$ cat src/rtl/control_sequencer.sv
`default_nettype none
// +--------------------------------------------------------------------------+
// | Module      : control_sequencer                                          |
// | Description : Hardwired Mini-SRC control unit. Runs the instruction      |
// |               fetch (T0-T2, with a memory-ready wait in T1) and then     |
// |               decodes the IR into per-step datapath strobes for register |
// |               ALU, immediate, mul/div, nop and halt instructions.        |
// | Revision    : 1.0 - initial release                                      |
// +--------------------------------------------------------------------------+
// | Ports                                                                    |
// |   clock        in   system clock, rising edge                            |
// |   clear        in   synchronous active-high reset; also gates strobes    |
// |   run          in   start request, sampled in IDLE                       |
// |   mem_ready    in   Mdatain valid this cycle                             |
// |   ir[31:0]     in   current IR contents                                  |
// |   Rin/Rout     out  one-hot GPR load enable / bus drive (bit n = Rn)     |
// |   *in, *out    out  register load strobes and bus drive selects         |
// |   Read, IncPC  out  MDR takes Mdatain / Z takes PC+1                     |
// |   ALU_Control  out  ALU operation code                                   |
// |   c_value      out  ir[18:0] sign-extended                               |
// |   halted       out  high in HALT                                         |
// |   illegal_op   out  one-cycle pulse in T3 on an unknown opcode           |
// |   mem_timeout  out  sticky fetch-timeout flag                            |
// |   state[3:0]   out  debug state encoding (IDLE=0, T0..T6=1..7, HALT=8)   |
// +--------------------------------------------------------------------------+
module control_sequencer #(
    parameter bit          AUTO_RUN       = 1'b0,
    parameter int unsigned TIMEOUT_CYCLES = 15
) (
    input  logic        clock,
    input  logic        clear,
    input  logic        run,
    input  logic        mem_ready,
    input  logic [31:0] ir,
    output logic [15:0] Rin,
    output logic [15:0] Rout,
    output logic        PCin,
    output logic        IRin,
    output logic        MARin,
    output logic        MDRin,
    output logic        Yin,
    output logic        Zin,
    output logic        HIin,
    output logic        LOin,
    output logic        PCout,
    output logic        MDRout,
    output logic        Zlowout,
    output logic        Zhighout,
    output logic        HIout,
    output logic        LOout,
    output logic        Cout,
    output logic        Read,
    output logic        IncPC,
    output logic [4:0]  ALU_Control,
    output logic [31:0] c_value,
    output logic        halted,
    output logic        illegal_op,
    output logic        mem_timeout,
    output logic [3:0]  state
);

    localparam logic [3:0] c_st_idle = 4'd0;
    localparam logic [3:0] c_st_t0   = 4'd1;
    localparam logic [3:0] c_st_t1   = 4'd2;
    localparam logic [3:0] c_st_t2   = 4'd3;
    localparam logic [3:0] c_st_t3   = 4'd4;
    localparam logic [3:0] c_st_t4   = 4'd5;
    localparam logic [3:0] c_st_t5   = 4'd6;
    localparam logic [3:0] c_st_t6   = 4'd7;
    localparam logic [3:0] c_st_halt = 4'd8;

    localparam logic [4:0] c_op_add  = 5'b00011;
    localparam logic [4:0] c_op_sub  = 5'b00100;
    localparam logic [4:0] c_op_and  = 5'b00101;
    localparam logic [4:0] c_op_or   = 5'b00110;
    localparam logic [4:0] c_op_shr  = 5'b00111;
    localparam logic [4:0] c_op_shra = 5'b01000;
    localparam logic [4:0] c_op_shl  = 5'b01001;
    localparam logic [4:0] c_op_ror  = 5'b01010;
    localparam logic [4:0] c_op_rol  = 5'b01011;
    localparam logic [4:0] c_op_addi = 5'b01100;
    localparam logic [4:0] c_op_andi = 5'b01101;
    localparam logic [4:0] c_op_ori  = 5'b01110;
    localparam logic [4:0] c_op_mul  = 5'b01111;
    localparam logic [4:0] c_op_div  = 5'b10000;
    localparam logic [4:0] c_op_neg  = 5'b10001;
    localparam logic [4:0] c_op_not  = 5'b10010;
    localparam logic [4:0] c_op_nop  = 5'b11010;
    localparam logic [4:0] c_op_halt = 5'b11011;

    // The wait counter holds the number of T1 cycles already completed, so
    // it only needs to reach TIMEOUT_CYCLES-1.
    localparam int              c_cnt_w    = (TIMEOUT_CYCLES < 2) ? 1 : $clog2(TIMEOUT_CYCLES);
    localparam logic [c_cnt_w-1:0] c_cnt_last =
        c_cnt_w'((TIMEOUT_CYCLES == 0) ? 0 : TIMEOUT_CYCLES - 1);
    localparam logic [c_cnt_w-1:0] c_cnt_one  = c_cnt_w'(1);

    logic [3:0]         r_state;
    logic [3:0]         w_next_state;
    logic [c_cnt_w-1:0] r_wait_cnt;
    logic               r_halted;
    logic               r_mem_timeout;
    logic               w_timeout_hit;

    logic [4:0]  w_opcode;
    logic [3:0]  w_ra;
    logic [3:0]  w_rb;
    logic [3:0]  w_rc;
    logic [15:0] w_ra_hot;
    logic [15:0] w_rb_hot;
    logic [15:0] w_rc_hot;

    logic       w_is_reg;
    logic       w_is_unary;
    logic       w_is_imm;
    logic       w_is_muldiv;
    logic       w_is_halt;
    logic       w_is_illegal;
    logic [4:0] w_imm_alu;

    assign w_opcode = ir[31:27];
    assign w_ra     = ir[26:23];
    assign w_rb     = ir[22:19];
    assign w_rc     = ir[18:15];
    assign w_ra_hot = 16'h0001 << w_ra;
    assign w_rb_hot = 16'h0001 << w_rb;
    assign w_rc_hot = 16'h0001 << w_rc;
    assign c_value  = {{13{ir[18]}}, ir[18:0]};

    // Instruction class decode
    always_comb begin
        w_is_reg     = 1'b0;
        w_is_unary   = 1'b0;
        w_is_imm     = 1'b0;
        w_is_muldiv  = 1'b0;
        w_is_halt    = 1'b0;
        w_is_illegal = 1'b0;
        w_imm_alu    = c_op_or;
        case (w_opcode)
            c_op_add, c_op_sub, c_op_and, c_op_or, c_op_shr,
            c_op_shra, c_op_shl, c_op_ror, c_op_rol: w_is_reg = 1'b1;
            c_op_neg, c_op_not: begin
                w_is_reg   = 1'b1;
                w_is_unary = 1'b1;
            end
            c_op_addi: begin
                w_is_imm  = 1'b1;
                w_imm_alu = c_op_add;
            end
            c_op_andi: begin
                w_is_imm  = 1'b1;
                w_imm_alu = c_op_and;
            end
            c_op_ori:           w_is_imm    = 1'b1;
            c_op_mul, c_op_div: w_is_muldiv = 1'b1;
            c_op_nop:           ;
            c_op_halt:          w_is_halt   = 1'b1;
            default:            w_is_illegal = 1'b1;
        endcase
    end

    assign w_timeout_hit = (TIMEOUT_CYCLES != 0) && (r_state == c_st_t1) &&
                           !mem_ready && (r_wait_cnt == c_cnt_last);

    // Next-state logic
    always_comb begin
        w_next_state = r_state;
        case (r_state)
            c_st_idle: if (run || AUTO_RUN) w_next_state = c_st_t0;
            c_st_t0:   w_next_state = c_st_t1;
            c_st_t1: begin
                if (mem_ready)          w_next_state = c_st_t2;
                else if (w_timeout_hit) w_next_state = c_st_halt;
                else                    w_next_state = c_st_t1;
            end
            c_st_t2:   w_next_state = c_st_t3;
            c_st_t3: begin
                if (w_is_halt)                               w_next_state = c_st_halt;
                else if (w_is_reg || w_is_imm || w_is_muldiv) w_next_state = c_st_t4;
                else                                          w_next_state = c_st_t0;
            end
            c_st_t4:   w_next_state = c_st_t5;
            c_st_t5:   w_next_state = w_is_muldiv ? c_st_t6 : c_st_t0;
            c_st_t6:   w_next_state = c_st_t0;
            c_st_halt: w_next_state = c_st_halt;
            default:   w_next_state = c_st_idle;
        endcase
    end

    always_ff @(posedge clock) begin
        if (clear) begin
            r_state       <= c_st_idle;
            r_wait_cnt    <= '0;
            r_halted      <= 1'b0;
            r_mem_timeout <= 1'b0;
        end else begin
            r_state    <= w_next_state;
            r_wait_cnt <= ((r_state == c_st_t1) && (w_next_state == c_st_t1)) ?
                          r_wait_cnt + c_cnt_one : '0;
            r_halted   <= (w_next_state == c_st_halt);
            if (w_timeout_hit) r_mem_timeout <= 1'b1;
        end
    end

    assign halted      = r_halted;
    assign mem_timeout = r_mem_timeout;
    assign state       = r_state;

    // Moore strobe decode; clear suppresses every strobe in the same cycle.
    always_comb begin
        Rin         = '0;
        Rout        = '0;
        PCin        = 1'b0;
        IRin        = 1'b0;
        MARin       = 1'b0;
        MDRin       = 1'b0;
        Yin         = 1'b0;
        Zin         = 1'b0;
        HIin        = 1'b0;
        LOin        = 1'b0;
        PCout       = 1'b0;
        MDRout      = 1'b0;
        Zlowout     = 1'b0;
        Zhighout    = 1'b0;
        HIout       = 1'b0;
        LOout       = 1'b0;
        Cout        = 1'b0;
        Read        = 1'b0;
        IncPC       = 1'b0;
        ALU_Control = '0;
        illegal_op  = 1'b0;
        if (!clear) begin
            case (r_state)
                c_st_t0: begin
                    PCout = 1'b1;
                    MARin = 1'b1;
                    IncPC = 1'b1;
                    Zin   = 1'b1;
                end
                c_st_t1: begin
                    // PC reloads with the same Z value on every wait cycle.
                    Zlowout = 1'b1;
                    PCin    = 1'b1;
                    Read    = 1'b1;
                    MDRin   = 1'b1;
                end
                c_st_t2: begin
                    MDRout = 1'b1;
                    IRin   = 1'b1;
                end
                c_st_t3: begin
                    if (w_is_reg || w_is_imm) begin
                        Rout = w_rb_hot;
                        Yin  = 1'b1;
                    end else if (w_is_muldiv) begin
                        Rout = w_ra_hot;
                        Yin  = 1'b1;
                    end
                    illegal_op = w_is_illegal;
                end
                c_st_t4: begin
                    Zin = 1'b1;
                    if (w_is_imm) begin
                        Cout        = 1'b1;
                        ALU_Control = w_imm_alu;
                    end else if (w_is_muldiv) begin
                        Rout        = w_rb_hot;
                        ALU_Control = w_opcode;
                    end else begin
                        Rout        = w_is_unary ? w_rb_hot : w_rc_hot;
                        ALU_Control = w_opcode;
                    end
                end
                c_st_t5: begin
                    Zlowout = 1'b1;
                    if (w_is_muldiv) LOin = 1'b1;
                    else             Rin  = w_ra_hot;
                end
                c_st_t6: begin
                    Zhighout = 1'b1;
                    HIin     = 1'b1;
                end
                default: ;
            endcase
        end
    end

endmodule
`default_nettype wire

$ cat config.mk
export PLATFORM = sky130hd
export DESIGN_NAME = control_sequencer
export DESIGN_NICKNAME = d
export VERILOG_FILES = /design/src/rtl/control_sequencer.sv
export SDC_FILE = /design/constraint.sdc
export NUM_CORES = 1
export LEC_CHECK = 0
export BUFFER_PORTS_ARGS = -buffer_cell sky130_fd_sc_hd__buf_2
export CAP_MARGIN = 20
export CORE_MARGIN = 4
export CORE_UTILIZATION = 39
export DETAILED_ROUTE_END_ITERATION = 7
export PLACE_DENSITY = 0.79
export SLEW_MARGIN = 15
export SYNTH_ARGS = -nofsm -noshare
export SYNTH_HDL_FRONTEND = slang
export SYNTH_SLANG_ARGS = --single-unit
$ cat constraint.sdc
create_clock -name clock -period 1.8 [get_ports clock]
set_input_delay 0.18 -clock clock [delete_from_list [all_inputs] [get_ports clock]]
set_output_delay 0.18 -clock clock [all_outputs]
set_load 0.02 [all_outputs]
# [Word-level counts from Yosys, hierarchy flattened]
# Index checks and enable logic that the tools add are counted.
[classes] add_sub_neg=1 multipliers=0 div_mod_pow=0 order_cmp=0 n_eq_ne=29 n_shift=3 muxes=50 bitwise=1 reduce_logical=15
[op_table] op="$mux 16" count=9
[op_table] op="$shl 1x4->16 const A" count=3
[op_table] op="$eq 5x4->1 const B" count=8
[op_table] op="$pmux 4 s9" count=1
[op_table] op="$pmux 16 s2" count=1
[op_table] op="$mux 1" count=29
[op_table] op="$eq 5x5->1 const B" count=5
[op_table] op="$eq 5x3->1 const B" count=4
[op_table] op="$reduce_or 18->1" count=1
[op_table] op="$eq 4x3->1 const B" count=4
[op_table] op="$mux 4" count=4
[op_table] op="$mux 5" count=3
[op_table] op="$eq 4x2->1 const B" count=3
[op_table] op="$eq 4x4->1 const B" count=3
[op_table] op="$reduce_or 11->1" count=1
[op_table] op="$reduce_or 2->1" count=5
[op_table] op="$mux 3" count=2
[op_table] op="$pmux 3 s2" count=1
[op_table] op="$eq 5x2->1 const B" count=1
[op_table] op="$add 4x1->4 const B" count=1
[op_table] op="$eq 4x1->1 const B" count=1
[op_table] op="$logic_not 4->1" count=1
[op_table] op="$logic_and 1x1->1" count=3
[op_table] op="$reduce_or 3->1" count=1
[op_table] op="other kinds (3)" count=4
[word_totals] reg_bits=10 latch_bits=0 ram_bits=0 romBits=0 out_inout_bits=93 wordCells=103 mem_count=0

# [Depth between registers and ports, before layout]
[logic_depth] word_depth=12 mapped_depth=8

# [Worst setup path after synthesis]
# No wires, ideal clock.
[synth_timing] path_kind="reg2out" start="register r_state[2] (netlist: state[2])" end="output Rin[11]" arrival_time_ns=1.956 t_required_ns=1.620 path_slack_ns=-0.336 path_stages_with_launch=7 path_buffers=1 cell_sequence="dfxtp_1 > buf_2 > or3b_1 > or2_2 > nor2_1 > nand2_1 > nor2_1"
[synth_between] elab_chain_cells=3
[synth_rtl] element="from (decl)" line="98" rtl="logic [3:0] r_state;"
[synth_rtl] element="from (signal assigned)" line="192" rtl="r_state <= c_st_idle;"
[synth_rtl] element="from (signal assigned)" line="197" rtl="r_state <= w_next_state;"
[synth_rtl] element="$eq 4x3->1" line="233" rtl="case (r_state)"
[synth_rtl] element="$mux 16" line="233"
[synth_rtl] element="$mux 16" line="232" rtl="if (!clear) begin"
[synth_rtl] element="to (decl)" line="35" rtl="output logic [15:0] Rin,"
# No other way between the ends.

# [Final worst setup path]
[layout_timing] start="register r_state[2] (netlist: state[2])" end="output Rout[14]"
[layout_between] elab_chain_cells=3 elab_cells_between_ends=4 cone_classes="eq/ne (2); mux (2)"
[layout_rtl] element="$eq 4x3->1" line="233"
[layout_rtl] element="$pmux 16 s2 *" line="233"
[layout_rtl] element="$mux 16 *" line="232"
[layout_rtl] element="to (decl)" line="36" rtl="output logic [15:0] Rout,"
# Every way passes the cells marked *; elsewhere a longest branch is shown, timed or not.

==> results.yml <==
global_route:
  grt_max_degree: 24
  grt_pass1_wl_um: 10400
  track_usage_pct: 20.4
  grt-ovfl-total: 0
  grt_pass1_vias: 2214
  antenna_found_initial: 0
placement:
  port_buffers: 96
  placed_cells: 437
  post-place-ws_ps: -180
  gp_congestion: 0.963
  dpl.hpwl_um: 4900
logic_synthesis:
  synth-seq-area-share_pct: 10.5
  netlist_area_mm2: 0.00190
  synth_top_area_share_pct: 15.8
  yosysWarnings: 0
  avgSynthCellArea_um2: 6.50
  synth_largest_area_cell: "buf_4"
  netlist_instances: 292
  yosys-top-cells-area: "buf_4 16%, nor2_1 11%, dfxtp_1 11%, a221o_1 7.4%, a21oi_1 4.7%"
  synth-seq-cells: 10
  synth_cell_types: 49
critical_path:
  cp.arrival_ps: 1910
  cp_top_family: "simple AND/OR/NAND/NOR gates"
  cpMaxStageDelayCell: "or3b_4"
  crit_path_start: "state[2]$_SDFF_PP0_"
  cp_max_fo: 6
  critPathKind: "flop to primary output"
  rr_startpoint: "state[2]$_SDFF_PP0_"
  path_cells: "or3b_4 > buf_6 > nor3_4 > nand2_4 > nor2_4 > a221o_1 > buf_6"
  slowest_delay_ps: 420
  crit_path_start_kind: "flop"
  critPathCaptureType: "primary output"
  path_buf_inv: 2
  critPathMostFrequentCell: "buf_6"
  required_ps: 1620
power_and_ir_drop:
  comb_power_share_pct: 47.0
  power.share.switching_pct: 39.7
  pwr-share-seq_pct: 24.6
  clockPowerShare_pct: 28.4
  peakVddDrop_mv: 0.213
  p_switching_uw: 401
  internal_power_uw: 609
  p_leak_nw: 1.26
  power.density_mw_per_mm2: 345
cells_and_area:
  final-seq-area_um2: 205
  fin_nets: 413
  antennaDiodeCount: 0
  drive_gt1_share_pct: 49.5
  area_growth_pct: 54.0
  fillers: 405
  final_util_pct: 61.9
  final_cell_count_no_fill: 441
  multiInputGateArea_mm2: 0.00153
drt:
  drtPass1Iterations: 4
  wl_per_cell_um: 14.4
  vias: 2406
  drt_iter0_drc: 172
  drc_errors: 0
  vias_per_cell: 5.46
  antenna_left: 0
  drt_wl_total_um: 6360
min_path:
  min_path_type: "input pin to flop"
  min_from: "clear"
cts:
  cts_root_buf: "clkbuf_8"
  numCtsBuffers: 3
  clock_sinks: 10
  cts_tree: "yes"
  cts_buffer_depth: 2
  cts_max_level: 1
  clkTransAtPathRegs_ps: 50
  clkLatencyLatePin_ps: 240
  ctsHoldBuffers: 0
floorplanning:
  die_h_um: 77.8
  ios: 129
  coreArea_mm2: 0.00472
  dieArea_mm2: 0.00605
  die_w_um: 77.8
  rows: 25
  start_util_pct: 40.2
sta:
  setup_violations: 40
  fin_crit_ps: 2090
  slew_viol_final: 0
  skew_ps: 4.37
  hold_viol_final: 0
  finalSetupTns_ps: -8330
  setup_slack_ps: -291
  period_share_pct: 116
  slew_headroom_pct: 60.3
  rsz0062_at_grt: "true"
  worst_pin_slew_ps: 591
  max_freq_mhz: 478
run_status:
  status: "finished, violations left"
  failed_checks: "negative setup slack"
flow_run:
  maxCapViolations: 0
-- metal layers --
metal  GRT usage (%)  part of all wire, %  vias up
met3            2.44                  7.7       21
met1            26.8                   42     1082
met4            8.36                  2.6        0
met5               0                    0        -
li1                -                    -     1169
met2            33.6                   47      134
-- synth_stat cells, drive strengths merged --
cell type / n
a211o: 1
a21boi: 1
a21oi: 18
a221o: 14
a22oi: 1
a2bb2o: 1
a2bb2oi: 1
a311o: 1
a31oi: 3
and2: 4
and3b: 1
buf: 51
clkbuf: 6
conb: 1
dfxtp: 10
ha: 2
inv: 8
maj3: 1
mux2i: 1
nand2: 20
nand2b: 11
nand3: 10
nand3b: 1
nand4: 7
nand4b: 2
nor2: 55
nor2b: 8
nor3: 13
nor3b: 1
nor4: 3
o21a: 1
o21ai: 4
o221ai: 2
o22ai: 2
o41ai: 2
or2: 3
or3: 8
or3b: 1
or4: 9
xnor2: 2
xor2: 1
-- power by group through the flow --
stage,registers [mW],clock network (mW),logic (mW)
after floorplan,0.263,0,0.354
after global placement,0.250,0,0.446
after detailed placement,0.251,0,0.453
after CTS,0.247,0.294,0.462
after global routing,0.250,0.306,0.516
final,0.248,0.287,0.475
-- cells by family after synthesis --
group                      after synthesis  synth area share [%]
muxes                                    1                 0.527
other                                    1                 0.197
buffers and inverters                   65                  22.6
xor gates and xnor gates                 3                  1.38
DFF                                     10                  10.5
AOI/OAI and AO/OA                       52                  20.6
adders and majority gates                3                  1.84
and+or+nand+nor                        157                  42.4
-- repair_timing --
action / 4_1_cts / 5_1_grt
setup buffers: 1 / 0
gates resized for setup: 86 / 11
pin swaps: 11 / 12
setup endpoints to repair: 40 / 46
-- state kept, by name (all words and copies together) (netlist names) --
signal / flops
state: 4
halted: 1
r_wait_cnt: 4
mem_timeout: 1
-- stage by stage --
stage          area, um^2  total power, mW  hold slack [ps]
3_3_place_gp         2560            0.696              360
6_report             2930             1.01              284
2_1_floorplan        2110            0.617              430
5_1_grt              2930             1.07              303
4_1_cts              2890             1.00              281
3_5_place_dp         2560            0.703              360
-- final cells by class --
class                   instances  area share (%)
multi-input cells             218            52.4
flip-flops and latches         10            7.01
repair buffers                134            34.8
clock buffers                   4            1.88
inverters                       8            1.03
well taps                      67            2.87
-- worst paths after layout --
path	to	slack [ps]	cells after the start
worst min register to register	r_wait_cnt[0]$_SDFF_PP0_	470	1
worst max register to register	r_wait_cnt[3]$_SDFF_PP0_	140	4
worst min-delay path	state[3]$_SDFF_PP0_	280	3
worst max-delay path	Rout[14]	-290	7
-- layout by cell type (no fill, tap or decap), drive strengths merged, types with 7 or more instances in the layout --
cell / instances
inv: 8
nand2: 20
nor3: 13
dfxtp: 10
nand3: 10
nor2b: 8
or3: 8
or4: 9
buf: 134
a21oi: 18
a221o: 14
nand4: 7
nand2b: 11
nor2: 55
-- worst reg2reg max path, delay by kind of cell, from the launching register on --
family	cells	cell delay, ps
buffers and inverters	1	160
DFF	1	340
and+or+nand+nor	3	1100
No activity file was read; power rests on OpenSTA's default activity.
